### config.mk
export PLATFORM = sky130hd
export DESIGN_NAME = instr_fetcher
export DESIGN_NICKNAME = d
export VERILOG_FILES = /design/src/rtl/instr_fetcher_pkg.sv /design/src/rtl/instr_fetcher_predecode.sv /design/src/rtl/instr_fetcher.sv
export SDC_FILE = /design/constraint.sdc
export NUM_CORES = 1
export LEC_CHECK = 0
export ABC_CLOCK_PERIOD_IN_PS = 3400
export BUFFER_PORTS_ARGS = -buffer_cell sky130_fd_sc_hd__buf_4
export CAP_MARGIN = 20
export CORE_ASPECT_RATIO = 0.75
export CORE_MARGIN = 4
export CORE_UTILIZATION = 37
export DETAILED_ROUTE_END_ITERATION = 8
export PLACE_DENSITY = 0.72
export SETUP_SLACK_MARGIN = 0.2
export SLEW_MARGIN = 5
export SYNTH_ARGS = -nofsm -noshare
export SYNTH_HDL_FRONTEND = slang
export SYNTH_HIERARCHICAL = 1
export SYNTH_SLANG_ARGS = --single-unit
export TNS_END_PERCENT = 30
### constraint.sdc
create_clock -name clk -period 3.4 [get_ports clk]
set_input_delay 0.85 -clock clk [delete_from_list [all_inputs] [get_ports clk]]
set_output_delay 0.85 -clock clk [all_outputs]
set_load 0.02 [all_outputs]
### src/rtl/instr_fetcher_pkg.sv
// Shared opcode constants, fetch state encoding and immediate helpers
// for the instruction fetcher. Optional feature macro: FETCH_BTFN_EN.
package instr_fetcher_pkg;

    localparam logic [6:0] JAL    = 7'b1101111;
    localparam logic [6:0] JALR   = 7'b1100111;
    localparam logic [6:0] B_TYPE = 7'b1100011;

    typedef enum logic [1:0] {
        IDLE  = 2'd0,
        WAIT  = 2'd1,
        HOLD  = 2'd2,
        STALL = 2'd3
    } fetch_state_e;

    function automatic logic [31:0] imm_j(input logic [31:0] w);
        return {{12{w[31]}}, w[19:12], w[20], w[30:21], 1'b0};
    endfunction

    function automatic logic [31:0] imm_b(input logic [31:0] w);
        return {{20{w[31]}}, w[7], w[30:25], w[11:8], 1'b0};
    endfunction

endpackage

### src/rtl/instr_fetcher_predecode.sv
// Static next-PC predecode for a fetched word.
// FETCH_BTFN_EN enables backward-taken branch prediction.
module fetch_predecode
    import instr_fetcher_pkg::*;
(
    input  logic [31:0] instr_i,
    input  logic [31:0] pc_i,
    output logic [31:0] next_pc_o,
    output logic        pred_taken_o,
    output logic        is_jalr_o
);

    logic [6:0] op;
    assign op = instr_i[6:0];

    always_comb begin
        next_pc_o    = pc_i + 32'd4;
        pred_taken_o = 1'b0;
        is_jalr_o    = 1'b0;
        unique case (1'b1)
            (op == JAL): begin
                next_pc_o    = pc_i + imm_j(instr_i);
                pred_taken_o = 1'b1;
            end
            (op == JALR): begin
                is_jalr_o = 1'b1;
            end
            (op == B_TYPE): begin
`ifdef FETCH_BTFN_EN
                if (instr_i[31]) begin
                    next_pc_o    = pc_i + imm_b(instr_i);
                    pred_taken_o = 1'b1;
                end
`else
                pred_taken_o = 1'b0;
`endif
            end
            default: ;
        endcase
    end

endmodule

### src/rtl/instr_fetcher.sv
// Fetch stage: owns the PC, one outstanding icache request, one-entry
// instruction buffer to the decoder. Optional macro: FETCH_BTFN_EN.
module instr_fetcher
    import instr_fetcher_pkg::*;
#(
    parameter logic [31:0] RESET_PC = 32'h0000_0000
) (
    input  logic        clk,
    input  logic        rst,
    input  logic        rdy,
    output logic        icache_req_valid,
    output logic [31:0] icache_req_addr,
    input  logic        icache_req_ready,
    input  logic        icache_resp_valid,
    input  logic [31:0] icache_resp_data,
    output logic        instr_valid,
    output logic [31:0] instr_out,
    output logic [31:0] instr_addr_out,
    output logic        pred_taken_out,
    output logic [31:0] pred_pc_out,
    input  logic        instr_issued,
    input  logic        flush,
    input  logic [31:0] flush_pc
);

    fetch_state_e state_q, state_d;
    logic [31:0]  pc_q, pc_d;
    logic [31:0]  next_pc_q, next_pc_d;
    logic         discard_q, discard_d;
    logic         jalr_stall_q, jalr_stall_d;
    logic         instr_valid_q, instr_valid_d;
    logic [31:0]  instr_q, instr_d;
    logic [31:0]  instr_addr_q, instr_addr_d;
    logic         pred_taken_q, pred_taken_d;
    logic [31:0]  pred_pc_q, pred_pc_d;

    logic [31:0]  pd_next_pc;
    logic         pd_taken;
    logic         pd_is_jalr;

    fetch_predecode u_predecode (
        .instr_i      (icache_resp_data),
        .pc_i         (pc_q),
        .next_pc_o    (pd_next_pc),
        .pred_taken_o (pd_taken),
        .is_jalr_o    (pd_is_jalr)
    );

    always_comb begin
        state_d       = state_q;
        pc_d          = pc_q;
        next_pc_d     = next_pc_q;
        discard_d     = discard_q;
        jalr_stall_d  = jalr_stall_q;
        instr_valid_d = instr_valid_q;
        instr_d       = instr_q;
        instr_addr_d  = instr_addr_q;
        pred_taken_d  = pred_taken_q;
        pred_pc_d     = pred_pc_q;
        if (flush) begin
            pc_d          = flush_pc;
            instr_valid_d = 1'b0;
            pred_taken_d  = 1'b0;
            pred_pc_d     = 32'd0;
            jalr_stall_d  = 1'b0;
            // An accepted or in-flight request belongs to the old path.
            unique case (state_q)
                IDLE: begin
                    state_d   = icache_req_ready ? WAIT : IDLE;
                    discard_d = icache_req_ready;
                end
                WAIT: begin
                    state_d   = icache_resp_valid ? IDLE : WAIT;
                    discard_d = !icache_resp_valid;
                end
                default: state_d = IDLE;
            endcase
        end else begin
            unique case (state_q)
                IDLE: begin
                    if (icache_req_ready) state_d = WAIT;
                end
                WAIT: begin
                    if (icache_resp_valid && discard_q) begin
                        discard_d = 1'b0;
                        state_d   = IDLE;
                    end else if (icache_resp_valid) begin
                        instr_d       = icache_resp_data;
                        instr_addr_d  = pc_q;
                        instr_valid_d = 1'b1;
                        pred_taken_d  = pd_taken;
                        pred_pc_d     = pd_next_pc;
                        next_pc_d     = pd_next_pc;
                        jalr_stall_d  = pd_is_jalr;
                        state_d       = HOLD;
                    end
                end
                HOLD: begin
                    if (instr_issued) begin
                        pc_d          = next_pc_q;
                        instr_valid_d = 1'b0;
                        state_d = jalr_stall_q ? STALL : IDLE;
                    end
                end
                STALL: ;
            endcase
        end
    end

    always_ff @(posedge clk) begin
        if (rst) begin
            state_q       <= IDLE;
            pc_q          <= RESET_PC;
            next_pc_q     <= RESET_PC;
            discard_q     <= 1'b0;
            jalr_stall_q  <= 1'b0;
            instr_valid_q <= 1'b0;
            instr_q       <= 32'd0;
            instr_addr_q  <= 32'd0;
            pred_taken_q  <= 1'b0;
            pred_pc_q     <= 32'd0;
        end else if (rdy) begin
            state_q       <= state_d;
            pc_q          <= pc_d;
            next_pc_q     <= next_pc_d;
            discard_q     <= discard_d;
            jalr_stall_q  <= jalr_stall_d;
            instr_valid_q <= instr_valid_d;
            instr_q       <= instr_d;
            instr_addr_q  <= instr_addr_d;
            pred_taken_q  <= pred_taken_d;
            pred_pc_q     <= pred_pc_d;
        end
    end

    assign icache_req_valid = rdy && !rst && (state_q == IDLE);
    assign icache_req_addr  = pc_q;
    assign instr_valid      = instr_valid_q;
    assign instr_out        = instr_q;
    assign instr_addr_out   = instr_addr_q;
    assign pred_taken_out   = pred_taken_q;
    assign pred_pc_out      = pred_pc_q;

endmodule

After elaboration in Yosys (flattened, before gate mapping)
Index checks and enable logic that the tools add are counted.
{ "classes": {"eq_ne": 10, "mux": 37, "add_sub_neg": 2, "n_bitwise": 2, "n_reduce_logical": 20} }
{ "op_table": {"columns": ["cell", "count"], "rows": [
  ["2-to-1 mux 32 bit", 8],
  ["adder 32 x 3 -> 32 bit (second input constant)", 1],
  ["adder 32 bit", 1],
  ["2-to-1 mux 1 bit", 19],
  ["AND reduction 5 bit", 3],
  ["== test 7 bit (second input constant)", 2],
  ["2-to-1 mux 2 bit", 6],
  ["inequality test 3 bit (second input constant)", 4],
  ["nonzero test 2 bit", 6],
  ["AND reduction 4 bit", 2],
  ["one-hot mux 1 bit (2 select lines)", 3],
  ["one-hot mux 2 bit (3 select lines)", 1],
  ["inequality test 4 bit (second input constant)", 1],
  ["nonzero test 4 bit", 1],
  ["logical AND 1 bit", 3],
  ["AND reduction 3 bit", 1],
  ["nonzero test 3 bit", 1],
  ["== test 2 x 1 -> 1 bit (second input constant)", 1],
  ["== test 2 bit (second input constant)", 1],
  ["logical NOT 1 bit", 2],
  ["logical NOT 2 bit", 1],
  ["inequality test 2 bit (second input constant)", 1],
  ["NOT 1 bit", 2]
]} }
{ "totals": {"in_bits": 71, "output_inout_bits": 131, "reg_bits": 166, "elab_cells": 81} }

Logic depth before layout (Yosys ltp)
Gate-level depths: netlist (run 1).
{ "logic_depth": {"word_depth": 6, "depth_mapped": 13} }

By module
Netlist (run 1), hierarchy kept.
{ "by_module_without_submodules": {"columns": ["module", "area_per_inst_um2", "seq_area_each_um2", "n_inst", "cells_each"], "rows": [
  ["instr_fetcher", 6135.9, 3323.2, 1, 719],
  ["fetch_predecode", 2603.7, 0.0, 1, 385]
]} }

Least setup slack after synthesis (run 1)
Ideal clock, no wire load.
{ "synth_timing": {"path_type": "input to register", "from": "input icache_resp_data[21]", "to": "register next_pc_q[31]", "path_buffers": 0, "arrival_time_ns": 3.171, "required_time_ns": 3.330, "setup_slack_ns": 0.158, "path_stages": 13, "path_cell_list": "ha_1 inv_1 fa_1 nor2b_4 o2111ai_2 a2111oi_4 nor4_4 o31ai_4 a21oi_2 a211oi_2 xnor2_1 nand2_1 a21oi_1"} }
{ "synth_between": {"elab_chain_len": 2} }
{ "synth_lines": {"columns": ["item", "line", "text"], "rows": [
  ["from (decl)", "instr_fetcher.sv:15", "input logic [31:0] icache_resp_data,"],
  ["adder 32 bit", "instr_fetcher_predecode.sv:22", "next_pc_o = pc_i + imm_j(instr_i);"],
  ["2-to-1 mux 32 bit", "instr_fetcher_predecode.sv:20", "unique case (1'b1)"],
  ["via pd_next_pc[31]", "instr_fetcher.sv:37", "logic [31:0] pd_next_pc;"],
  ["to (signal assigned)", "instr_fetcher.sv:125", "next_pc_q <= next_pc_d;"],
  ["to (decl)", "instr_fetcher.sv:28", "logic [31:0] next_pc_q, next_pc_d;"]
]} }
The timed path passes the listed nets, and every way through them passes these cells.
A chain may end at the register's enable or synchronous reset.

Final worst setup path (run 1)
Ends and elaborated chain as after synthesis.

==> results.json, run 1 <==
{
  "cts_sinks": 166,
  "grt_usage": 0.208,
  "initial_core_util": 0.378,
  "first_pass_iters": 5,
  "setup_viol": 0,
  "leakage_nw": 4.70,
  "drv_cap": 0,
  "num_rows": 48,
  "syn_nets": 1211,
  "ir_worst_vdd_mv": 0.343,
  "die_h_microns": 141,
  "worstSkewPairLatency_ns": 0.45,
  "finalClockSkew_ns": 0.0189,
  "core_area_sq_um": 23100,
  "cts_hold_buffers": 0,
  "fin_crit_ns": 3.02,
  "arrival_ns": 3.38,
  "path_max_fanout": 4,
  "startpoint_type": "input pin",
  "critPathKind": "in -> reg",
  "ys_async_sr_fraction": 0,
  "ios": 202,
  "num_antenna_cells": 0,
  "final-max-slew-violation-count": 0,
  "end_kind": "flip-flop",
  "grt_max_degree": 97,
  "cp_num_buf_inv": 2,
  "drc": 0,
  "clk_pin_slew_worst_paths_ns": 0.06,
  "synth_edf_count": 0,
  "place_area_sq_um": 10700,
  "min_period_over_period": 0.889,
  "gp_congestion": 0.928,
  "finalInstanceArea_sq_um": 11400,
  "viasPerCell": 5.24,
  "power_density_nw_per_um2": 427,
  "rsz0062_at_grt": "true",
  "die_x_microns": 185,
  "yosys.area.top_type_share": 0.380,
  "grt-ovfl-total": 0,
  "critical-path-slowest-cell": "a2111oi_4",
  "ys_types": 74,
  "post_synth.cell_area_avg_sq_um": 7.92,
  "relSlewSlack": 0.324,
  "grt_pass1_wl_mm": 43.0,
  "antenna_found_initial": 0,
  "ys_seq_area_frac": 0.380,
  "syn2layout_area_growth_pct": 30.1,
  "die_area_sq_um": 26200,
  "drtIter0Drc": 660,
  "port-buffer-count": 201,
  "nNetsFinal": 1420,
  "max_freq_mhz": 331,
  "synth_most_common_cell": "nand2_1",
  "yosysWarnings": 6,
  "slowest_delay_ns": 0.47,
  "synth_top_cell_by_area": "dfxtp_1",
  "cts_buffers": 17,
  "hpwl_mm": 20.4,
  "path_cells": "buf_4 -> ha_1 -> inv_1 -> fa_2 -> nor2b_4 -> o2111ai_2 -> a2111oi_4 -> nor4_4 -> o31ai_4 -> a21oi_2 -> a211oi_2 -> xnor2_1 -> nand2_1 -> a21oi_1",
  "hp-class": "reg -> reg",
  "cts.path.max_buffers": 2,
  "fill_cells": 2209,
  "required_ns": 3.76,
  "cts_tree": "built",
  "worstMarginPinSlew_ns": 1.01,
  "synth-main-ff-cell": "dfxtp_1",
  "drive_gt1_frac": 0.247,
  "drt_wl_total_mm": 27.8,
  "p_total_mw": 4.85,
  "cts_root_buffer": "clkbuf_16",
  "layout_setup_ws_ns": 0.379,
  "cts_max_level": 4,
  "crit_family": "compound AO/OA/AOI/OAI gates",
  "first_global_vias": 7743,
  "fin_tns_setup_ns": 0,
  "hold_viol_final": 0,
  "route.vias.total": 8513,
  "pre_cts_ws_ns": -0.146,
  "detail-route-antenna-nets": 0,
  "syn_inst": 1104,
  "wl_per_cell_microns": 17.1,
  "synthTopCellsByCount": "274 x nand2_1, 166 x dfxtp_1, 161 x a21oi_1",
  "ys_top_cells_by_area": "dfxtp_1 38%, nand2_1 12%, a21oi_1 9.2%",
  "synthesis.area_sq_um": 8740,
  "ys_ff_latch": 166,
  "status": "complete, no violations"
}
[sequential cells by signal (all words and copies together), names as in the netlist]
register and cells:
next_pc_q 32, state_q 2, instr_out 32, pred_taken_out 1, discard_q 1, jalr_stall_q 1
instr_valid 1, instr_addr_out 32, icache_req_addr 32, pred_pc_out 32
[layout make-up]
| cell class | count | area, sq um | area share |
|---|---|---|---|
| Clock buffer | 18 | 439 | 0.0386 |
| Clock inverter | 14 | 164 | 0.0144 |
| Inverter | 16 | 62.6 | 0.00550 |
| Multi-Input combinational cell | 852 | 5020 | 0.442 |
| Sequential cell | 166 | 3320 | 0.292 |
| Tap cell | 300 | 375 | 0.0330 |
| Timing Repair Buffer | 260 | 1980 | 0.174 |
[worst register-to-register path, stage by stage (launching register included)]
cell       delay, ns
dfxtp_1         0.39
ha_1            0.19
inv_1           0.06
fa_2            0.38
nor2b_4         0.14
o2111ai_2       0.17
a2111oi_4       0.47
nor4_4          0.12
o31ai_4         0.33
a21oi_2         0.10
a211oi_2        0.18
xnor2_1         0.14
nand2_1         0.08
a21oi_1         0.14
[kinds of logic (layout without fill, tap and decap cells)]
group	Yosys count	count (layout)	synth area share
and+or+nand+nor	424	424	0.214
AOI/OAI and AO/OA	303	303	0.213
xor gates and xnor gates	53	53	0.0531
adders and majority gates	36	36	0.0524
muxes	36	36	0.0412
buffers and inverters	86	308	0.0462
DFF	166	166	0.380
[worst paths after layout]
| check | from | slack [ns] | end | cells past startpoint |
|---|---|---|---|---|
| setup / recovery | icache_resp_data[21] | 0.38 | next_pc_q[31]$_SDFFE_PP0P_ | 14 |
| hold / removal | next_pc_q[13]$_SDFFE_PP0P_ | 0.45 | next_pc_q[13]$_SDFFE_PP0P_ | 2 |
| setup reg to reg | icache_req_addr[1]$_SDFFE_PP0P_ | 0.46 | next_pc_q[31]$_SDFFE_PP0P_ | 13 |
| hold reg to reg | next_pc_q[13]$_SDFFE_PP0P_ | 0.45 | next_pc_q[13]$_SDFFE_PP0P_ | 2 |
[per-stage QoR]
stage | hold slack (ns) | cells | util
floorplan | 0.436 | 1104 | -
global placement | 0.440 | 1592 | 0.465
detailed placement | 0.446 | 1592 | 0.465
CTS | 0.455 | 1624 | 0.491
global route | 0.471 | 1626 | 0.492
finish | 0.453 | 1626 | 0.492
[power breakdown]
group	switching, mW	internal [mW]	total (mW)	leakage, nW
combinational	0.469	0.350	0.818	3.06
sequential	0.0432	1.98	2.02	1.34
clock	0.886	1.12	2.01	0.292
total	1.40	3.45	4.85	4.70
[cells in the final DEF (no fill, tap or decap), types with 6 or more instances in the layout]
master / netlist / final
xnor2_1: 37 / 37
o21ai_0: 31 / 31
nand4_1: 10 / 10
dfxtp_1: 166 / 166
nand3_1: 21 / 21
ha_1: 35 / 35
a21o_1: 12 / 12
o21ai_1: 13 / 13
xor2_1: 16 / 16
clkbuf_16: 0 / 17
a21oi_1: 161 / 161
o21bai_1: 8 / 8
nor2_1: 59 / 59
a211oi_1: 35 / 35
and3_1: 8 / 8
inv_1: 15 / 15
nand2_1: 274 / 274
o21a_1: 8 / 8
mux2i_1: 36 / 36
buf_4: 3 / 257
nor3_1: 6 / 6
nand2_2: 10 / 10
[metal layers]
metal / global-route usage / share of wire
met1: 0.319 / 0.50
met5: 0 / 0
met3: 0.0578 / 0.078
met2: 0.287 / 0.42
met4: 0.0452 / 0.0089
[repair_timing]
action,CTS,global route
buffers inserted,0,2
resized for setup,0,1
setup endpoints to repair,0,4
Power figures use the tool's default switching activity.
==> inputs of run 2 (changes only) <==
--- a/config.mk
+++ b/config.mk
@@ -9,9 +9,10 @@
 export BUFFER_PORTS_ARGS = -buffer_cell sky130_fd_sc_hd__buf_4
 export CAP_MARGIN = 20
 export CORE_ASPECT_RATIO = 0.75
-export CORE_MARGIN = 4
+export CORE_MARGIN = 1
 export CORE_UTILIZATION = 37
 export DETAILED_ROUTE_END_ITERATION = 8
+export MAX_ROUTING_LAYER = met4
 export PLACE_DENSITY = 0.72
 export SETUP_SLACK_MARGIN = 0.2
 export SLEW_MARGIN = 5
==> run 2 against run 1 <==
Effect of this change: the flow now finishes with violations (DRC); critical path depth stayed put; hold slack better by 0.0018 ns; non-clock buffer count decreased by 5; sequential share of layout area is 0.061 points higher; register-to-register slack hardly changed; flip-flop and latch count is the same; total power is 1.4% lower; setup slack got worse by 0.0057 ns; combinational power about the same; clock skew fell by 0.0087 ns; clock-buffer cell count decreased by 1.
==> results.json, run 2 (synthesized netlist as in run 1, its figures left out) <==
{
  "grt-ovfl-total": 0,
  "met2_length_mm": 11.6,
  "final-max-slew-violation-count": 0,
  "die_h_microns": 135,
  "hold_viol_final": 0,
  "instances_no_fill": 1622,
  "die_x_microns": 179,
  "met1_length_mm": 13.7,
  "startpoint_type": "input pin",
  "dp_cells": 1587,
  "num_rows": 48,
  "gp_congestion": 0.970,
  "required_ns": 3.67,
  "power_density_nw_per_um2": 422,
  "worstMarginPinSlew_ns": 0.988,
  "end_kind": "flip-flop",
  "cts_buffers": 17,
  "finalClockSkew_ns": 0.0102,
  "p_total_mw": 4.78,
  "fin_crit_ns": 3.03,
  "arrival_ns": 3.30,
  "min_from": "next_pc_q[18]$_SDFFE_PP0P_",
  "first_global_vias": 7988,
  "nNetsFinal": 1415,
  "rsz0062_at_grt": "true",
  "min_period_over_period": 0.890,
  "fill_cells": 2249,
  "cts_root_buffer": "clkbuf_16",
  "ios": 202,
  "ir_worst_vdd_mv": 0.303,
  "critPathKind": "in -> reg",
  "cts_tree": "built",
  "initial_core_util": 0.379,
  "port-buffer-count": 201,
  "final_cell_mix": "274 x nand2_1, 251 x buf_4, 166 x dfxtp_1",
  "leakage_nw": 4.68,
  "core_area_sq_um": 23100,
  "setup_viol": 0,
  "whs_ns": 0.455,
  "die_area_sq_um": 24200,
  "drt_wl_total_mm": 27.5,
  "top_layer_used": "met4",
  "viasPerCell": 5.28,
  "syn2layout_area_growth_pct": 29.8,
  "detail-route-antenna-nets": 0,
  "route.vias.total": 8557,
  "worstSkewPairLatency_ns": 0.44,
  "reg2reg_from": "icache_req_addr[5]$_SDFFE_PP0P_",
  "max_freq_mhz": 330,
  "relSlewSlack": 0.341,
  "hp-class": "reg -> reg",
  "first_pass_iters": 7,
  "violations": "DRC",
  "pre_cts_ws_ns": -0.155,
  "wl_per_cell_microns": 16.9,
  "grt_max_degree": 90,
  "grt_usage": 0.231,
  "antenna_found_initial": 1,
  "cts_max_level": 4,
  "wl_met3_mm": 2.03,
  "final_common_cell": "nand2_1",
  "clk_pin_slew_worst_paths_ns": 0.07,
  "cts_sinks": 166,
  "drive_gt1_frac": 0.245,
  "cts_hold_buffers": 0,
  "hpwl_mm": 19.9,
  "path_max_fanout": 4,
  "grt_pass1_wl_mm": 43.1,
  "drc": 20,
  "drv_cap": 0,
  "crit_start": "icache_resp_data[21]",
  "layout_setup_ws_ns": 0.373,
  "drtIter0Drc": 643,
  "status": "finished with violations",
  "cts.path.max_buffers": 2
}
-- run 2: changes by cell type in the layout (fill, tap and decap cells not counted), moves of 2 or more --
cell and delta:
buf_4 -6, inv_8 +5, bufinv_16 -2, clkinv_4 +2, clkinvlp_4 -2, inv_6 -2
-- run 2: critical path, stage by stage --
cell	delay [ns]
buf_4	0.09
ha_1	0.15
inv_1	0.05
fa_2	0.37
nor2b_4	0.14
o2111ai_2	0.17
a2111oi_4	0.46
nor4_4	0.11
o31ai_4	0.34
a21bo_1	0.18
xnor2_1	0.14
o21ai_1	0.09
nand2_1	0.09
a21oi_1	0.07
-- run 2: per-layer routing --
metal | GRT usage | vias to the layer above
met1 | 0.331 | 4020
li1 | - | 4228
met2 | 0.331 | 292
met4 | 0.0431 | 0
met5 | - | -
met3 | 0.0499 | 17
-- run 2: timing repair --
item,in CTS,in global routing
resized for setup,0,4
buffers inserted,0,2
endpoints found under the setup margin,0,7
-- run 2: where the power goes --
part	internal [mW]	switching, mW
logic	0.345	0.474
clock network	0.987	0.959
registers	1.98	0.0388
-- run 2: final cells by class --
class / instances / area (sq um) / area share
diodes: 1 / 2.50 / 0.000221
repair buffers: 255 / 1960 / 0.172
flip-flops and latches: 166 / 3320 / 0.293
clock inverters: 15 / 156 / 0.0138
clock buffers: 17 / 425 / 0.0375
inverters: 16 / 62.6 / 0.00551
multi-input cells: 852 / 5040 / 0.445
well taps: 300 / 375 / 0.0331
-- run 2: stage by stage --
step | util | setup TNS [ns] | area (sq um)
after floorplan | - | 0 | 8740
after global placement | 0.465 | -0.441 | 10700
after detailed placement | 0.465 | -0.606 | 10700
after CTS | 0.490 | 0 | 11300
after global routing | 0.492 | 0 | 11300
final | 0.492 | 0 | 11300
-- run 2: path summary, 6_finish.rpt --
check / endpoint / slack (ns) / cells after the start
worst max-delay path: pred_pc_out[27]$_SDFFE_PP0P_ / 0.37 / 14
worst min-delay path: next_pc_q[18]$_SDFFE_PP0P_ / 0.46 / 2
worst max register to register: next_pc_q[29]$_SDFFE_PP0P_ / 0.47 / 11
worst min register to register: next_pc_q[18]$_SDFFE_PP0P_ / 0.46 / 2
==> inputs of run 3 (changes only) <==
--- a/config.mk
+++ b/config.mk
@@ -11,11 +11,12 @@
 export CORE_ASPECT_RATIO = 0.75
 export CORE_MARGIN = 1
 export CORE_UTILIZATION = 37
+export CTS_BUF_LIST = sky130_fd_sc_hd__clkbuf_2 sky130_fd_sc_hd__clkbuf_4 sky130_fd_sc_hd__clkbuf_8
 export DETAILED_ROUTE_END_ITERATION = 8
 export MAX_ROUTING_LAYER = met4
 export PLACE_DENSITY = 0.72
 export SETUP_SLACK_MARGIN = 0.2
-export SLEW_MARGIN = 5
+export SLEW_MARGIN = 20
 export SYNTH_ARGS = -nofsm -noshare
 export SYNTH_HDL_FRONTEND = slang
 export SYNTH_HIERARCHICAL = 1
==> run 3 against run 2 <==
Effect of this change: the flow still finishes with violations (DRC); total power shrank 10%; register-to-register slack worse by 0.05 ns; hold slack better by 0.0032 ns; largest cell class unchanged; largest power group unchanged; highest routed layer unchanged.
==> results.json, run 3 (synthesized netlist as in run 1, its figures left out) <==
{
  "status": "finished with violations",
  "violations": "DRC",
  "drv_cap": 0,
  "die_h_microns": 135,
  "end_kind": "flip-flop",
  "r2r_cells": 12,
  "startpoint_type": "input pin",
  "critPathKind": "in -> reg",
  "cts_sinks": 166,
  "arrival_ns": 3.41,
  "cp_num_cells": 12,
  "port-buffer-count": 201,
  "ir_worst_vdd_mv": 0.213,
  "hold_viol_final": 0,
  "grt_usage": 0.230,
  "required_ns": 3.80,
  "drtIter0Drc": 560,
  "die_x_microns": 179,
  "fin_tns_setup_ns": 0,
  "first_pass_iters": 7,
  "first_global_vias": 7921,
  "route.vias.total": 8528,
  "seq_power_share": 0.471,
  "worstSkewPairLatency_ns": 0.47,
  "wl_per_cell_microns": 16.8,
  "num_rows": 48,
  "finalClockSkew_ns": 0.0148,
  "cts_buffers": 17,
  "setup_viol": 0,
  "detail-route-antenna-nets": 0,
  "slowest_delay_ns": 0.49,
  "gp_congestion": 0.970,
  "final-max-slew-violation-count": 0,
  "grt_max_degree": 90,
  "syn2layout_area_growth_pct": 27.2,
  "crit_family": "compound AO/OA/AOI/OAI gates",
  "ios": 202,
  "fin_crit_ns": 3.02,
  "drt_wl_total_mm": 27.3,
  "antenna_found_initial": 1,
  "cts_root_buffer": "clkbuf_8",
  "path_max_fanout": 4,
  "final_cell_mix": "274 x nand2_1, 249 x buf_4, 166 x dfxtp_1",
  "clkPwrFrac": 0.339,
  "initial_core_util": 0.379,
  "whs_path_depth": 2,
  "cp_num_buf_inv": 1,
  "min_period_over_period": 0.887,
  "cts_tree": "built",
  "hpwl_mm": 19.9,
  "fill_cells": 2283,
  "grt-ovfl-total": 0,
  "cts_max_level": 4,
  "nNetsFinal": 1413,
  "internal_power_mw": 2.88,
  "critical-path-slowest-cell": "a2111oi_2",
  "die_area_sq_um": 24200,
  "cts_hold_buffers": 0,
  "p_sw_frac": 0.328,
  "path_cells": "buf_4 -> ha_1 -> o21ai_0 -> o21ai_1 -> nand3_1 -> a2111oi_2 -> o31ai_2 -> a211oi_2 -> nor3_1 -> o31ai_1 -> nand2_1 -> a21oi_1",
  "drive_gt1_frac": 0.242,
  "leakage_nw": 4.58,
  "viasPerCell": 5.26,
  "power_density_nw_per_um2": 385,
  "worstMarginPinSlew_ns": 0.983,
  "combinationalPowerShare": 0.189,
  "drc": 20,
  "hp-class": "reg -> reg",
  "cts.path.max_buffers": 2,
  "clk_pin_slew_worst_paths_ns": 0.10,
  "grt_pass1_wl_mm": 42.9,
  "final_common_cell": "nand2_1",
  "post_cts_buffers": 0,
  "pre_cts_ws_ns": -0.155,
  "rsz0062_at_grt": "true",
  "core_area_sq_um": 23100,
  "max_freq_mhz": 332,
  "relSlewSlack": 0.345,
  "cts_resized": 0,
  "p_switching_mw": 1.41,
  "layout_setup_ws_ns": 0.385
}
run 3: cell type report:
type	count	area, sq um	share of cell area
well taps	300	375	0.0338
repair buffers	253	1940	0.175
clock buffers	17	234	0.0210
flip-flops and latches	166	3320	0.299
clock inverters	15	156	0.0141
multi-input cells	852	5020	0.452
inverters	16	62.6	0.00563
diodes	1	2.50	0.000225
run 3: worst register-to-register path, delay by kind of cell, from the launching register on:
family,cells,cell delay [ns]
flops,1,0.34
compound gates,7,1.66
simple gates,3,0.43
buf+inv,1,0.18
fa+ha+maj,1,0.30
run 3: path summary, 6_finish.rpt:
check             slack [ns]                             from                           end
setup / recovery        0.38             icache_resp_data[23]  pred_pc_out[28]$_SDFFE_PP0P_
setup reg to reg        0.42  icache_req_addr[2]$_SDFFE_PP0P_  pred_pc_out[28]$_SDFFE_PP0P_
hold reg to reg         0.46        next_pc_q[9]$_SDFFE_PP0P_     next_pc_q[9]$_SDFFE_PP0P_
hold / removal          0.46        next_pc_q[9]$_SDFFE_PP0P_     next_pc_q[9]$_SDFFE_PP0P_
run 3: layer usage:
metal / global-route usage / up-vias / wire, microns
met3: 0.0488 / 13 / 2120
met2: 0.327 / 317 / 11400
li1: - / 4228 / -
met1: 0.331 / 3970 / 13500
met5: - / - / 0
met4: 0.0450 / 0 / 204
run 3: power groups by stage:
| stage | Sequential (mW) | Combinational [mW] | Clock (mW) |
|---|---|---|---|
| CTS | 2.02 | 0.805 | 1.50 |
| detailed placement | 2.06 | 0.800 | 0 |
| floorplan | 2.11 | 0.444 | 0 |
| global placement | 2.06 | 0.793 | 0 |
| finish | 2.02 | 0.812 | 1.45 |
| global route | 2.02 | 0.879 | 1.58 |
run 3: stage by stage:
stage,hold WS (ns),utilization,cells,total power [mW],cell area [sq um]
final,0.458,0.482,1620,4.28,11100
after floorplan,0.436,-,1104,2.55,8740
after detailed placement,0.446,0.465,1587,2.86,10700
after global placement,0.441,0.465,1587,2.86,10700
after global routing,0.472,0.482,1620,4.48,11100
after CTS,0.461,0.482,1619,4.32,11100
